**config.mk**
```make
export PLATFORM = sky130hd
export DESIGN_NAME = seq_multiply_n
export DESIGN_NICKNAME = d
export VERILOG_FILES = /design/src/rtl/mul_pkg.sv /design/src/rtl/seq_multiply_core.sv /design/src/rtl/seq_multiply_n.sv
export SDC_FILE = /design/constraint.sdc
export NUM_CORES = 1
export LEC_CHECK = 0
export ABC_AREA = 1
export BUFFER_PORTS_ARGS = -buffer_cell sky130_fd_sc_hd__buf_2
export CAP_MARGIN = 15
export CORE_UTILIZATION = 50
export CTS_BUF_LIST = sky130_fd_sc_hd__clkbuf_4
export CTS_CLUSTER_DIAMETER = 150
export CTS_CLUSTER_SIZE = 24
export DETAILED_ROUTE_END_ITERATION = 8
export GPL_TIMING_DRIVEN = 0
export HOLD_SLACK_MARGIN = 0.12
export PLACE_DENSITY = 0.69
export SYNTH_ARGS = -nofsm -noshare
export SYNTH_HDL_FRONTEND = slang
export SYNTH_HIERARCHICAL = 1
export SYNTH_SLANG_ARGS = --single-unit
```
**constraint.sdc**
```tcl
create_clock -name MUL_CLK -period 1.6 [get_ports MUL_CLK]
set_input_delay 0.16 -clock MUL_CLK [delete_from_list [all_inputs] [get_ports MUL_CLK]]
set_output_delay 0.16 -clock MUL_CLK [all_outputs]
set_load 0.01 [all_outputs]
```
**src/rtl/mul_pkg.sv**
```systemverilog
// Shared types and size helpers for the nibble-bus sequential multiplier.
// Sizes derive from the operand width so every user agrees on bus widths.
package mul_pkg;

    localparam int NIB_W = 4;

    typedef enum logic [1:0] {
        IDLE = 2'd0,
        CALC = 2'd1,
        FIX  = 2'd2
    } mul_state_e;

    function automatic int f_nop(input int w);
        return w / NIB_W;
    endfunction

    function automatic int f_nres(input int w);
        return (2 * w) / NIB_W;
    endfunction

    // Select fields are at least one bit wide even when there is a single nibble.
    function automatic int f_nsw(input int w);
        return ($clog2(f_nop(w)) < 1) ? 1 : $clog2(f_nop(w));
    endfunction

    function automatic int f_rsw(input int w);
        return ($clog2(f_nres(w)) < 1) ? 1 : $clog2(f_nres(w));
    endfunction

    function automatic int f_cw(input int w);
        return $clog2(w + 1);
    endfunction

endpackage

```
**src/rtl/seq_multiply_core.sv**
```systemverilog
// Shift-and-add datapath: magnitudes in, one partial product per step,
// sign restored combinationally on the way out.
module seq_multiply_core
    import mul_pkg::*;
#(
    parameter  int WIDTH = 8,
    localparam int CW    = f_cw(WIDTH),
    localparam int PW    = 2 * WIDTH
) (
    input  logic             clk,
    input  logic             rst_n,
    input  logic             i_init,
    input  logic             i_step,
    input  logic             i_finish,
    input  logic             i_neg,
    input  logic [WIDTH-1:0] i_mplier,
    input  logic [WIDTH-1:0] i_mcand,
    output logic [PW-1:0]    o_product,
    output logic             o_last
);

    logic [PW-1:0]    r_acc;
    logic [PW-1:0]    r_mcand;
    logic [WIDTH-1:0] r_mplier;
    logic [CW-1:0]    r_cnt;

    always_ff @(posedge clk or negedge rst_n) begin
        if (!rst_n) begin
            r_acc    <= '0;
            r_mcand  <= '0;
            r_mplier <= '0;
            r_cnt    <= '0;
        end else if (i_init) begin
            r_acc    <= '0;
            r_mcand  <= {{WIDTH{1'b0}}, i_mcand};
            r_mplier <= i_mplier;
            r_cnt    <= CW'(WIDTH);
        end else if (i_step) begin
            if (r_mplier[0]) begin
                r_acc <= r_acc + r_mcand;
            end
            r_mcand  <= r_mcand << 1;
            r_mplier <= r_mplier >> 1;
            r_cnt    <= r_cnt - CW'(1);
        end else if (i_finish) begin
            // acc is kept so the product stays valid during the FIX cycle
            r_mcand  <= '0;
            r_mplier <= '0;
            r_cnt    <= '0;
        end
    end

    assign o_last    = (r_cnt == CW'(1));
    assign o_product = i_neg ? (~r_acc + PW'(1)) : r_acc;

endmodule

```
**src/rtl/seq_multiply_n.sv**
```systemverilog
// Nibble-bus sequential multiplier: operand registers, START/BUSY/DONE
// control FSM, result register and the nibble read mux.
module seq_multiply_n
    import mul_pkg::*;
#(
    parameter  int WIDTH = 8,
    localparam int NOP   = f_nop(WIDTH),
    localparam int NRES  = f_nres(WIDTH),
    localparam int NSW   = f_nsw(WIDTH),
    localparam int RSW   = f_rsw(WIDTH),
    localparam int PW    = 2 * WIDTH
) (
    input  logic           MUL_CLK,
    input  logic           RST_N,
    input  logic [3:0]     DIN,
    input  logic           LOAD,
    input  logic           OPSEL,
    input  logic [NSW-1:0] NSEL,
    input  logic           START,
    input  logic           SIGNED,
    input  logic [RSW-1:0] RSEL,
    output logic [3:0]     R,
    output logic           BUSY,
    output logic           DONE
);

    mul_state_e       r_state;
    mul_state_e       w_next;
    logic [WIDTH-1:0] r_a;
    logic [WIDTH-1:0] r_b;
    logic             r_sgn;
    logic             r_xs;
    logic [PW-1:0]    r_res;
    logic             r_busy;
    logic             r_done;

    logic             w_init;
    logic             w_step;
    logic             w_finish;
    logic             w_last;
    logic             w_neg;
    logic [WIDTH-1:0] w_mplier;
    logic [WIDTH-1:0] w_mcand;
    logic [PW-1:0]    w_product;

    // The most negative operand negates to itself, which reads correctly as unsigned.
    assign w_mplier = (SIGNED && r_a[WIDTH-1]) ? (~r_a + WIDTH'(1)) : r_a;
    assign w_mcand  = (SIGNED && r_b[WIDTH-1]) ? (~r_b + WIDTH'(1)) : r_b;
    assign w_neg    = r_sgn & r_xs;

    always_comb begin
        w_next   = r_state;
        w_init   = 1'b0;
        w_step   = 1'b0;
        w_finish = 1'b0;
        unique case (r_state)
            IDLE: begin
                if (START) begin
                    w_init = 1'b1;
                    w_next = CALC;
                end
            end
            CALC: begin
                w_step = 1'b1;
                if (w_last) begin
                    w_next = FIX;
                end
            end
            FIX: begin
                w_finish = 1'b1;
                w_next   = IDLE;
            end
            default: w_next = IDLE;
        endcase
    end

    always_ff @(posedge MUL_CLK or negedge RST_N) begin
        if (!RST_N) begin
            r_state <= IDLE;
            r_busy  <= 1'b0;
            r_done  <= 1'b0;
            r_sgn   <= 1'b0;
            r_xs    <= 1'b0;
            r_res   <= '0;
        end else begin
            r_state <= w_next;
            r_busy  <= (w_next != IDLE);
            r_done  <= (r_state == FIX);
            if (w_init) begin
                r_sgn <= SIGNED;
                r_xs  <= r_a[WIDTH-1] ^ r_b[WIDTH-1];
            end
            if (r_state == FIX) begin
                r_res <= w_product;
            end
        end
    end

    // Writes land after START has already sampled the old operand values.
    always_ff @(posedge MUL_CLK or negedge RST_N) begin
        if (!RST_N) begin
            r_a <= '0;
            r_b <= '0;
        end else if (r_state == IDLE && LOAD) begin
            for (int i = 0; i < NOP; i++) begin
                if (NSEL == NSW'(i)) begin
                    if (OPSEL) begin
                        r_b[NIB_W*i +: NIB_W] <= DIN;
                    end else begin
                        r_a[NIB_W*i +: NIB_W] <= DIN;
                    end
                end
            end
        end
    end

    always_comb begin
        R = '0;
        for (int i = 0; i < NRES; i++) begin
            if (RSEL == RSW'(i)) begin
                R = r_res[NIB_W*i +: NIB_W];
            end
        end
    end

    assign BUSY = r_busy;
    assign DONE = r_done;

    seq_multiply_core #(
        .WIDTH (WIDTH)
    ) u_core (
        .clk       (MUL_CLK),
        .rst_n     (RST_N),
        .i_init    (w_init),
        .i_step    (w_step),
        .i_finish  (w_finish),
        .i_neg     (w_neg),
        .i_mplier  (w_mplier),
        .i_mcand   (w_mcand),
        .o_product (w_product),
        .o_last    (w_last)
    );

endmodule

```
# ---- Word-level counts from Yosys, hierarchy flattened
# Index checks and enable logic that the tools add are counted.
dict set report totals {
  register_bits 82
  word_cells 72
  inputBits 13
}
dict set report classes {
  eq_ne 6
  n_reduce_logical 14
  mux 26
  n_addsub 5
  bitwise_logic 7
}
# operator count
set op_table {}
lappend op_table {{two-way mux 16 bit} 7}
lappend op_table {{two-way mux 8 bit} 5}
lappend op_table {{two-way mux 4 bit} 7}
lappend op_table {{adder 16 x 1 -> 16 bit, second input constant} 1}
lappend op_table {{adder 16 bit} 1}
lappend op_table {{adder 8 x 1 -> 8 bit, second input constant} 2}
lappend op_table {{NOT 16 bit} 1}
lappend op_table {{NOT 8 bit} 2}
lappend op_table {{AND reduction 3 bit} 4}
lappend op_table {{== test 2 bit, second input constant} 3}
lappend op_table {{nonzero test 2 bit} 3}
lappend op_table {{== test 2 x 1 -> 1 bit, second input constant} 2}
lappend op_table {{== test 4 x 1 -> 1 bit, second input constant} 1}
lappend op_table {{logical NOT 2 bit} 2}
lappend op_table {{two-way mux 1 bit} 4}
lappend op_table {{two-way mux 2 bit} 2}
lappend op_table {{case mux 2 bit (2 select lines)} 1}
lappend op_table {{subtractor 4 x 1 -> 4 bit, second input constant} 1}
lappend op_table {{logical AND 1 bit} 3}
lappend op_table {{nonzero test 3 bit} 1}
lappend op_table {{NOT 1 bit} 2}
lappend op_table {{AND reduction 2 bit} 1}
lappend op_table {{AND 1 bit} 1}
lappend op_table {{XOR 1 bit} 1}

# ---- Depth between registers and ports, before layout
dict set report depth {
  ltp_word 5
  ltp_mapped 13
  mapped_depth_nobuf 13
}

# ---- By module
# The synthesis kept the hierarchy.
# module n_inst area_each_um2 cells_per_inst seq_area_each_um2
set by_module_without_submodules {}
lappend by_module_without_submodules {seq_multiply_core 1 3133.0 454 1101.1}
lappend by_module_without_submodules {seq_multiply_n 1 1964.4 269 950.9}

# ---- Least setup slack after synthesis
# OpenSTA, ideal clock, no wires.
dict set report synth_path {
  path_type {reg2reg}
  start {reg u_core.r_acc[0]}
  end {reg u_core.r_acc[12]}
  path_slack_ps 8
  t_required_ps 1483
  synth_period_minus_slack_ps 1592
  arrival_ps 1475
  path_stages_with_launch 12
  setup_ps 117
  cell_sequence {dfrtp_1 > ha_1 > inv_1 > fa_1 > inv_1 > nand3_1 > nand3_1 > nand3_1 > nand3_1 > nand2_1 > nand3_1 > nand2_1}
}
dict set report synth_via {
  elab_chain_cells 4
}
# item line
set synth_lines {}
lappend synth_lines {{start, declared} seq_multiply_core.sv:22} ;# logic [PW-1:0] r_acc;
lappend synth_lines {{start signal, assigned} seq_multiply_core.sv:40} ;# r_acc <= r_acc + r_mcand;
lappend synth_lines {{adder 16 bit} seq_multiply_core.sv:40}
lappend synth_lines {{two-way mux 16 bit} seq_multiply_core.sv:39} ;# if (r_mplier[0]) begin
lappend synth_lines {{two-way mux 16 bit} seq_multiply_core.sv:38} ;# end else if (i_step) begin
lappend synth_lines {{two-way mux 16 bit} seq_multiply_core.sv:33} ;# end else if (i_init) begin
# No other way between the ends. The select of a mux whose other input is x is not followed.
# A chain may end at the register's enable or synchronous reset.

# ---- Worst setup path in the final report
# Same ends and word-level chain as after synthesis.

==> impl_metrics.yaml <==
outcome:
  status: "complete, but fails checks"
  violations: "setup timing"
floorplanning:
  ios: 19
  core_area_um2: 9820
  start_util: 0.519
  std_cell_rows: 36
  die_x_um: 103
  die_height_um: 103
  die_area_um2: 10600
cts:
  root_buffer: "clkbuf_4"
  cts_tree: "built"
  clk_pin_slew_ps: 140
  h-tree-depth: 3
  numCtsBuffers: 9
  cts_buffer_depth: 2
  insertion_delay_ps: 450
  cts.sinks: 82
route:
  drtIter0Drc: 170
  via_per_inst: 5.12
  ant_nets: 0
  wirelength_um: 12900
  vias: 4846
  drc: 0
  wl_per_cell_um: 13.7
  dr.pass1.iters: 4
synth:
  ys.flop_type: "dfrtp_1"
  synth_cell_type_count: 34
  syn-instance-count: 723
  ys_top_cells_by_count: "nand2_1 (280), inv_1 (97), dfrtp_1 (82)"
  post-synth-top-count-cell: "nand2_1"
  synthArstFlopShare: 1.00
  syn_avg_cell_area_um2: 7.05
  synth_top_area_frac: 0.403
  ys_warn_count: 6
  synth_nets: 757
  netlist_area_um2: 5100
  synth_edf_count: 0
  yosysTopAreaCell: "dfrtp_1"
  yosys_register_bits: 82
  synthTopCellsByArea: "dfrtp_1 (40%), nand2_1 (21%), nand3_1 (7.8%)"
  synth_seq_area_share: 0.403
timing:
  fmax_mhz: 570
  maxSlewHeadroom: 0.594
  tightest_slew_ps: 608
  finalSetupViolCount: 9
  finalHoldViolations: 0
  final_max_slew_viol_count: 0
  post-route-min-period_ps: 1750
  rsz0062_at_grt: "true"
  fin_ws_ps: -155
  skew_ps: 18.1
  finalCritPeriodShare: 1.10
  holdWs_ps: 268
final_layout:
  fin_util: 0.661
  drive_gt1_frac: 0.248
  syn2layout_area_growth_pct: 27.3
  finalInstanceArea_um2: 6490
  final_nets: 843
  n_antenna_cell: 0
grt:
  grt_max_degree: 66
  grt_pass1_vias: 4443
  grt_pass1_wl_um: 20300
  grtUsageTotal: 0.252
  grt_antenna_before_repair: 0
  overflow: 0
power:
  leakage_uw: 0.00342
  max-vdd-ir-drop_v: 0.000806
  p_per_area_nw_per_um2: 1710
place:
  gp_congestion: 0.858
  dpl_cell_area_um2: 5380
  dp_hpwl_um: 8660
  port-buffer-count: 18
worst_setup_path:
  ff2ff_path_depth: 11
  r2r-start: "u_core/r_acc[0]"
  critPathRequiredTime_ps: 1940
  r2r_setup_slack_ps: -150
  end_kind: "flop"
  path_max_fanout: 4
  worstReg2RegEnd: "u_core/r_acc[12]"
  worstPathArrival_ps: 2100
  crit_type: "reg2reg"
  start_kind: "flop"
job:
  maxCapViolCount: 0
min_path:
  min_path_cells: 5
  hp-start: "LOAD"
  hold-path-endpoint: "r_b[5]"
  hp-class: "in2reg"
[final cells by class]
type                            count  area [um^2]
Buffer                             16          128
Clock buffer                       11         82.6
Clock inverter                      5         55.1
Fill cell                         888         3330
Inverter                          101          398
Multi-Input combinational cell    524         3020
Sequential cell                    82         2060
Tap cell                          133          166
Timing Repair Buffer               75          581
[per-layer routing]
layer	vias to the layer above	wire length (um)	GRT usage
met1	2302	5490	0.288
met4	0	226	0.0813
met2	66	6860	0.470
met3	17	352	0.0495
met5	-	0	0
li1	2461	-	-
[state kept, by name, indices dropped and copies added (netlist names), 2 cells and up]
signal / flops
r_a: 8
r_b: 8
r_res: 16
r_state: 2
u_core/r_acc: 16
u_core/r_cnt: 4
u_core/r_mcand: 16
u_core/r_mplier: 8
[cell families after synthesis]
logic type | count (synthesis) | share of synthesized area
simple gates | 432 | 0.357
buf+inv | 117 | 0.0947
flops | 82 | 0.403
compound gates | 52 | 0.0596
fa+ha+maj | 21 | 0.0530
xor+xnor | 19 | 0.0326
[placed cells by master (no fill, tap or decap), types with 4 or more instances in the layout]
master | netlist | routed
a21oi_1 | 11 | 7
inv_2 | 4 | 12
buf_2 | 5 | 23
ha_1 | 20 | 6
clkbuf_4 | 0 | 11
ha_4 | 0 | 13
inv_1 | 97 | 85
nor2_1 | 42 | 37
dfrtp_2 | 0 | 8
nand3_2 | 1 | 9
dfrtp_1 | 82 | 74
o21ai_0 | 23 | 19
dlygate4sd3_1 | 0 | 12
o22ai_2 | 1 | 4
nand3_1 | 79 | 67
buf_6 | 2 | 9
nand3_4 | 0 | 4
buf_4 | 6 | 42
nand2_4 | 0 | 5
nand3b_1 | 6 | 6
nand2_1 | 280 | 254
xor2_1 | 15 | 15
o22ai_1 | 10 | 7
nand2_2 | 6 | 26
a21oi_2 | 0 | 4
nand4_1 | 8 | 8
[power breakdown]
part	switching [uW]	internal [uW]	total, uW
registers	729	2850	3580
clock network	753	507	1260
logic	3510	2750	6260
[worst max-delay path by stage]
| stage | from | end | slack, ps | depth (start not counted) |
|---|---|---|---|---|
| final | u_core/r_acc[0] | u_core/r_acc[12] | -150 | 11 |
| after global routing | u_core/r_acc[0] | r_res[14] | -250 | 14 |
| after CTS | u_core/r_acc[0] | r_res[14] | -80 | 14 |
| after detailed placement | r_state[0] | u_core/r_cnt[3] | -250 | 8 |
| after global placement | r_state[0] | u_core/r_cnt[3] | -250 | 8 |
| after floorplan | u_core/r_acc[0] | u_core/r_acc[12] | 8 | 11 |
[through the flow]
stage	std cells	total power, uW	setup TNS, ps	setup slack, ps
floorplan	723	6870	0	7.98
global placement	874	7830	-24610	-245
detailed placement	875	8000	-6410	-251
CTS	917	9780	-506	-78.6
global route	947	12000	-2140	-247
finish	947	11100	-686	-155
[critical path, stage by stage, from the launching register on]
cell and delay [ps]:
dfrtp_1 410, ha_2 210, inv_2 40, fa_2 340
inv_2 70, nand3_1 90, nand3_2 120, nand3_2 120
nand3_2 90, nand2_1 60, nand3_1 60, nand2_1 50
[what timing repair did]
item	CTS	global route
hold endpoints to repair	102	0
hold buffers	12	0
setup endpoints to repair	45	47
pin swaps	7	39
buffers inserted	14	28
cloned	0	2
resized for setup	43	89
Power figures use the tool's default switching activity.
